`src/rtl/fp_div_prep.sv`:
```
// FP32 divide front end: unpack, resolve specials, normalise subnormals into .1xxx fractions.
// Latency 2 edges to ready sampling (+1 per subnormal shift); start is ignored while busy, no stall input.
module fp_div_prep #(
  parameter int BIAS = 127,
  parameter int EXPW = 10
) (
  input  logic            clk,
  input  logic            rst,
  input  logic            start,
  input  logic [31:0]     a,
  input  logic [31:0]     b,
  output logic            busy,
  output logic            ready,
  output logic [31:0]     frac_a,
  output logic [31:0]     frac_b,
  output logic [EXPW-1:0] exp_q,
  output logic            sign_q,
  output logic            special,
  output logic [31:0]     special_res
);

  typedef enum logic [1:0] {IDLE, CLASSIFY, NORM_A, NORM_B} state_t;

  localparam logic [EXPW-1:0] X_ONE  = EXPW'(1);
  localparam logic [EXPW-1:0] X_BIAS = EXPW'(BIAS);
  localparam logic [31:0]     QNAN   = 32'h7FC0_0000;

  state_t          state, state_nxt;
  logic [31:0]     a_r, b_r;
  logic [23:0]     sig_a, sig_b;
  logic [EXPW-1:0] xp_a, xp_b;

  // operand decode from the latched copies
  logic [7:0]      ea, eb;
  logic [22:0]     ma, mb;
  logic            a_nan, b_nan, a_inf, b_inf, a_zero, b_zero, sgn;
  logic [23:0]     sa_cls, sb_cls;
  logic [EXPW-1:0] xa_cls, xb_cls;

  assign ea     = a_r[30:23];
  assign eb     = b_r[30:23];
  assign ma     = a_r[22:0];
  assign mb     = b_r[22:0];
  assign sgn    = a_r[31] ^ b_r[31];
  assign a_nan  = (ea == 8'hFF) && (ma != 23'd0);
  assign b_nan  = (eb == 8'hFF) && (mb != 23'd0);
  assign a_inf  = (ea == 8'hFF) && (ma == 23'd0);
  assign b_inf  = (eb == 8'hFF) && (mb == 23'd0);
  assign a_zero = (ea == 8'h00) && (ma == 23'd0);
  assign b_zero = (eb == 8'h00) && (mb == 23'd0);
  assign sa_cls = {ea != 8'h00, ma};
  assign sb_cls = {eb != 8'h00, mb};
  assign xa_cls = (ea == 8'h00) ? X_ONE : {{(EXPW-8){1'b0}}, ea};
  assign xb_cls = (eb == 8'h00) ? X_ONE : {{(EXPW-8){1'b0}}, eb};

  logic            spec_any;
  logic [31:0]     spec_val;

  always_comb begin
    spec_any = 1'b1;
    spec_val = 32'd0;
    if (a_nan || b_nan)
      spec_val = QNAN;
    else if ((a_inf && b_inf) || (a_zero && b_zero))
      spec_val = QNAN;
    else if (a_inf || b_zero)
      spec_val = {sgn, 31'h7F80_0000};
    else if (a_zero || b_inf)
      spec_val = {sgn, 31'd0};
    else
      spec_any = 1'b0;
  end

  // next-state plus the candidate significand/exponent values for this cycle
  logic            load, done, spec_hit;
  logic [23:0]     sa_n, sb_n;
  logic [EXPW-1:0] xa_n, xb_n, exp_fin;

  always_comb begin
    state_nxt = state;
    load      = 1'b0;
    done      = 1'b0;
    spec_hit  = 1'b0;
    sa_n      = sig_a;
    sb_n      = sig_b;
    xa_n      = xp_a;
    xb_n      = xp_b;
    case (state)
      IDLE: begin
        if (start) begin
          load      = 1'b1;
          state_nxt = CLASSIFY;
        end
      end
      CLASSIFY: begin
        sa_n = sa_cls;
        sb_n = sb_cls;
        xa_n = xa_cls;
        xb_n = xb_cls;
        if (spec_any) begin
          spec_hit  = 1'b1;
          state_nxt = IDLE;
        end else if (!sa_cls[23]) begin
          state_nxt = NORM_A;
        end else if (!sb_cls[23]) begin
          state_nxt = NORM_B;
        end else begin
          done      = 1'b1;
          state_nxt = IDLE;
        end
      end
      NORM_A: begin
        sa_n = sig_a << 1;
        xa_n = xp_a - X_ONE;
        if (sa_n[23]) begin
          if (!sig_b[23]) begin
            state_nxt = NORM_B;
          end else begin
            done      = 1'b1;
            state_nxt = IDLE;
          end
        end
      end
      NORM_B: begin
        sb_n = sig_b << 1;
        xb_n = xp_b - X_ONE;
        if (sb_n[23]) begin
          done      = 1'b1;
          state_nxt = IDLE;
        end
      end
      default: state_nxt = IDLE;
    endcase
    exp_fin = xa_n - xb_n + X_BIAS;
  end

  always_ff @(posedge clk) begin
    if (rst) state <= IDLE;
    else     state <= state_nxt;
  end

  always_ff @(posedge clk) begin
    if (rst) begin
      a_r         <= 32'd0;
      b_r         <= 32'd0;
      sig_a       <= 24'd0;
      sig_b       <= 24'd0;
      xp_a        <= '0;
      xp_b        <= '0;
      busy        <= 1'b0;
      ready       <= 1'b0;
      frac_a      <= 32'd0;
      frac_b      <= 32'd0;
      exp_q       <= '0;
      sign_q      <= 1'b0;
      special     <= 1'b0;
      special_res <= 32'd0;
    end else begin
      ready <= 1'b0;
      sig_a <= sa_n;
      sig_b <= sb_n;
      xp_a  <= xa_n;
      xp_b  <= xb_n;
      if (load) begin
        a_r  <= a;
        b_r  <= b;
        busy <= 1'b1;
      end
      if (spec_hit) begin
        special     <= 1'b1;
        special_res <= spec_val;
        sign_q      <= sgn;
        busy        <= 1'b0;
        ready       <= 1'b1;
      end
      if (done) begin
        frac_a      <= {sa_n, 8'd0};
        frac_b      <= {sb_n, 8'd0};
        exp_q       <= exp_fin;
        sign_q      <= sgn;
        special     <= 1'b0;
        special_res <= 32'd0;
        busy        <= 1'b0;
        ready       <= 1'b1;
      end
    end
  end

endmodule

```
`config.mk`:
```
export PLATFORM = sky130hd
export DESIGN_NAME = fp_div_prep
export DESIGN_NICKNAME = d
export VERILOG_FILES = /design/src/rtl/fp_div_prep.sv
export SDC_FILE = /design/constraint.sdc
export NUM_CORES = 1
export LEC_CHECK = 0
export CORE_ASPECT_RATIO = 0.9
export CORE_MARGIN = 5
export CORE_UTILIZATION = 40
export DETAILED_ROUTE_END_ITERATION = 10
export PLACE_DENSITY_LB_ADDON = 0.25
export REMOVE_ABC_BUFFERS = 1
export SYNTH_ARGS = -nofsm -noshare
export SYNTH_HDL_FRONTEND = slang
export SYNTH_SLANG_ARGS = --single-unit
```
`constraint.sdc`:
```
create_clock -name clk -period 3.8 [get_ports clk]
set_input_delay 0.76 -clock clk [delete_from_list [all_inputs] [get_ports clk]]
set_output_delay 0.76 -clock clk [all_outputs]
set_load 0.01 [all_outputs]
```
==> qor.yml <==
status:
  status: "finished, final reports clean"
die:
  ios: 177
  die_h_um: 149
  core_sq_um: 21400
  die-area_sq_um: 24600
  initial_core_util: 0.403
  die_w_um: 165
  rows: 51
sta:
  clock.fmax_mhz: 287
  slew_viol_final: 0
  skew_ns: 0.0166
  final-setup-viol-count: 0
  worst_slew_pin_slew_ns: 0.604
  fin_crit_ns: 3.48
  hold_viol: 0
  finalCritPeriodShare: 0.916
  rsz0062_at_grt: "no"
  relSlewSlack: 0.597
clocking:
  cts_htree_levels: 4
  cts.path.max_buffers: 2
  cts.clk_slew.worst_paths_ns: 0.07
  clock-sinks: 199
  tritoncts: "done"
  clock_latency_ns: 0.44
  cts_buffers: 17
  cts_root_buf: "clkbuf_16"
yosys:
  synth_top_area_frac: 0.461
  syn_area_per_cell_sq_um: 8.69
  synth_area_sq_um: 8630
  synth_cells: 994
  synth_area_leaders: "dfxtp_1, nand2_1, a21oi_1, o22a_1, a22oi_1"
  synth.ff_latch_count: 199
  ys_seq_area_frac: 0.461
  yosysTopAreaCell: "dfxtp_1"
  yosysUniqueCellTypes: 63
  synthFlopType: "dfxtp_1"
  async_flop_share: 0
  synth-edff-count: 0
  yosys_warnings: 0
finish:
  area_growth_syn_to_layout_pct: 23.7
  drive_gt1_frac: 0.0651
  fin_area_sq_um: 10700
  antenna_cells: 0
  final_cell_mix: "dfxtp_1, nand2_1, clkdlybuf4s50_1"
  nets: 1184
  finalNonFillerCells: 1397
  fill_cells: 2090
  layout_commonest_cell: "dfxtp_1"
pwr:
  p_leak_nw: 4.13
  switchingPower_w: 0.00194
  irDropWorstVdd_v: 0.000297
  combPwrFrac: 0.279
  clock_power_share: 0.303
  switching_share: 0.326
  powerDensity_nw_per_um2: 559
  p_int_w: 0.00402
  p_seq_frac: 0.418
setup_path:
  critPathArrivalTime_ns: 3.78
  cp_max_fo: 14
  end_kind: "register"
  critPathRequiredTime_ns: 4.10
  crit_path_start_kind: "register"
  crit_type: "reg -> reg"
run:
  cap_violations: 0
global_routing:
  grt_pass1_wl_um: 34800
  antenna_found_initial: 0
  grt_max_degree: 102
  grtUsageTotal: 0.175
  gr-total-overflow: 0
  grt_pass1_vias: 6779
routing:
  first_pass_iters: 6
  routedWlPerCell_um: 15.6
  antenna_left: 0
  drc: 0
  vias_per_cell: 5.15
  drtIter0Drc: 410
  vias: 7198
  wl_um: 21800
placed_design:
  dp.cells: 1365
  gp_congestion: 0.816
  dp_hpwl_um: 14700
  placed_area_sq_um: 10100
  port_buffers: 138
min_path:
  hp-class: "reg -> reg"
==> cells by family (layout without fill, tap and decap cells) <==
kind of cell | count (synthesis) | count (layout) | synth area share
buf+inv | 129 | 204 | 0.0842
simple gates | 346 | 346 | 0.178
other cells | 1 | 38 | 0.000434
flops | 199 | 199 | 0.461
compound gates | 272 | 272 | 0.215
fa+ha+maj | 24 | 24 | 0.0357
mux | 9 | 9 | 0.0104
xor+xnor | 14 | 14 | 0.0142
==> per-stage QoR <==
step                       util  setup WS (ns)  setup TNS [ns]  hold WS [ns]  total power [W]
after floorplan               -         -0.881          -21.14         0.442          0.00357
after global placement    0.469          0.303               0         0.450          0.00418
after detailed placement  0.469          0.223               0         0.461          0.00419
after CTS                 0.497          0.186               0         0.470          0.00601
after global routing      0.498         0.0260               0         0.489          0.00631
final                     0.498          0.320               0         0.468          0.00597
==> synth_stat cells, drive strengths merged, types with 3 or more instances <==
| cell | count |
|---|---|
| dfxtp | 199 |
| nand2 | 194 |
| a21oi | 101 |
| nor2 | 71 |
| buf | 61 |
| clkbuf | 52 |
| o22a | 48 |
| a22oi | 46 |
| a211oi | 25 |
| ha | 23 |
| nor4 | 17 |
| o21ai | 17 |
| inv | 16 |
| nor3 | 16 |
| xnor2 | 12 |
| mux2i | 9 |
| nand4 | 8 |
| nand2b | 7 |
| nand3 | 7 |
| a221oi | 6 |
| a31oi | 6 |
| and2 | 6 |
| o221ai | 4 |
| or3 | 4 |
| a21o | 3 |
| o21a | 3 |
| or2 | 3 |
==> flip-flops by register name, indices dropped and copies added (netlist names), 2 cells and up <==
register and count:
a_r 32, special_res 3, sig_a 24, sig_b 24
frac_a 24, frac_b 24, state 2, b_r 32
exp_q 10, xp_a 10, xp_b 10
==> what timing repair did <==
| action | CTS | global route |
|---|---|---|
| endpoints found under the setup margin | 0 | 1 |
| gates resized for setup | 0 | 3 |
| setup buffers | 0 | 0 |
| hold buffers | 0 | 0 |
==> layer usage <==
metal	vias to the layer above	wire (um)	track usage
met4	0	233	0.0449
li1	3622	-	-
met5	-	0	0
met1	3368	10400	0.243
met3	19	1410	0.0448
met2	189	9760	0.274
==> worst max-delay path, stage by stage, from the launching register on <==
cell      delay [ns]
dfxtp_1         0.38
inv_1           0.12
ha_4            0.23
buf_4           0.19
nand2_1         0.07
o21ai_0         0.06
a21oi_1         0.26
ha_1            0.29
ha_1            0.22
fa_1            0.41
a21o_1          0.21
a211oi_1        0.24
nor2_1          0.10
nor4_1          0.27
nor3_1          0.09
nand2_1         0.09
o221ai_1        0.10
==> power groups by stage <==
| stage | clock, W | sequential [W] | combinational, W |
|---|---|---|---|
| 3_3_place_gp | 0 | 0.00253 | 0.00164 |
| 3_5_place_dp | 0 | 0.00254 | 0.00166 |
| 2_1_floorplan | 0 | 0.00253 | 0.00104 |
| 5_1_grt | 0.00193 | 0.00252 | 0.00186 |
| 4_1_cts | 0.00185 | 0.00249 | 0.00167 |
| 6_report | 0.00181 | 0.00249 | 0.00167 |
==> worst paths after layout <==
check            from  endpoint  slack (ns)  depth (start not counted)
max          state[1]  exp_q[9]        0.32                         16
min           b_r[31]   b_r[31]        0.47                          2
max reg2reg  state[1]  exp_q[9]        0.32                         16
min reg2reg   b_r[31]   b_r[31]        0.47                          2
==> cell type report <==
| type | instances | area, sq um | area share |
|---|---|---|---|
| multi-input combinational | 703 | 4100 | 0.384 |
| sequential | 199 | 3980 | 0.373 |
| timing repair buffer | 156 | 1580 | 0.148 |
| clock buffer | 19 | 433 | 0.0406 |
| tap | 291 | 364 | 0.0341 |
| clock inverter | 13 | 154 | 0.0144 |
| inverter | 16 | 60.1 | 0.00563 |
Note: power is estimated with default switching activity, not from simulation.
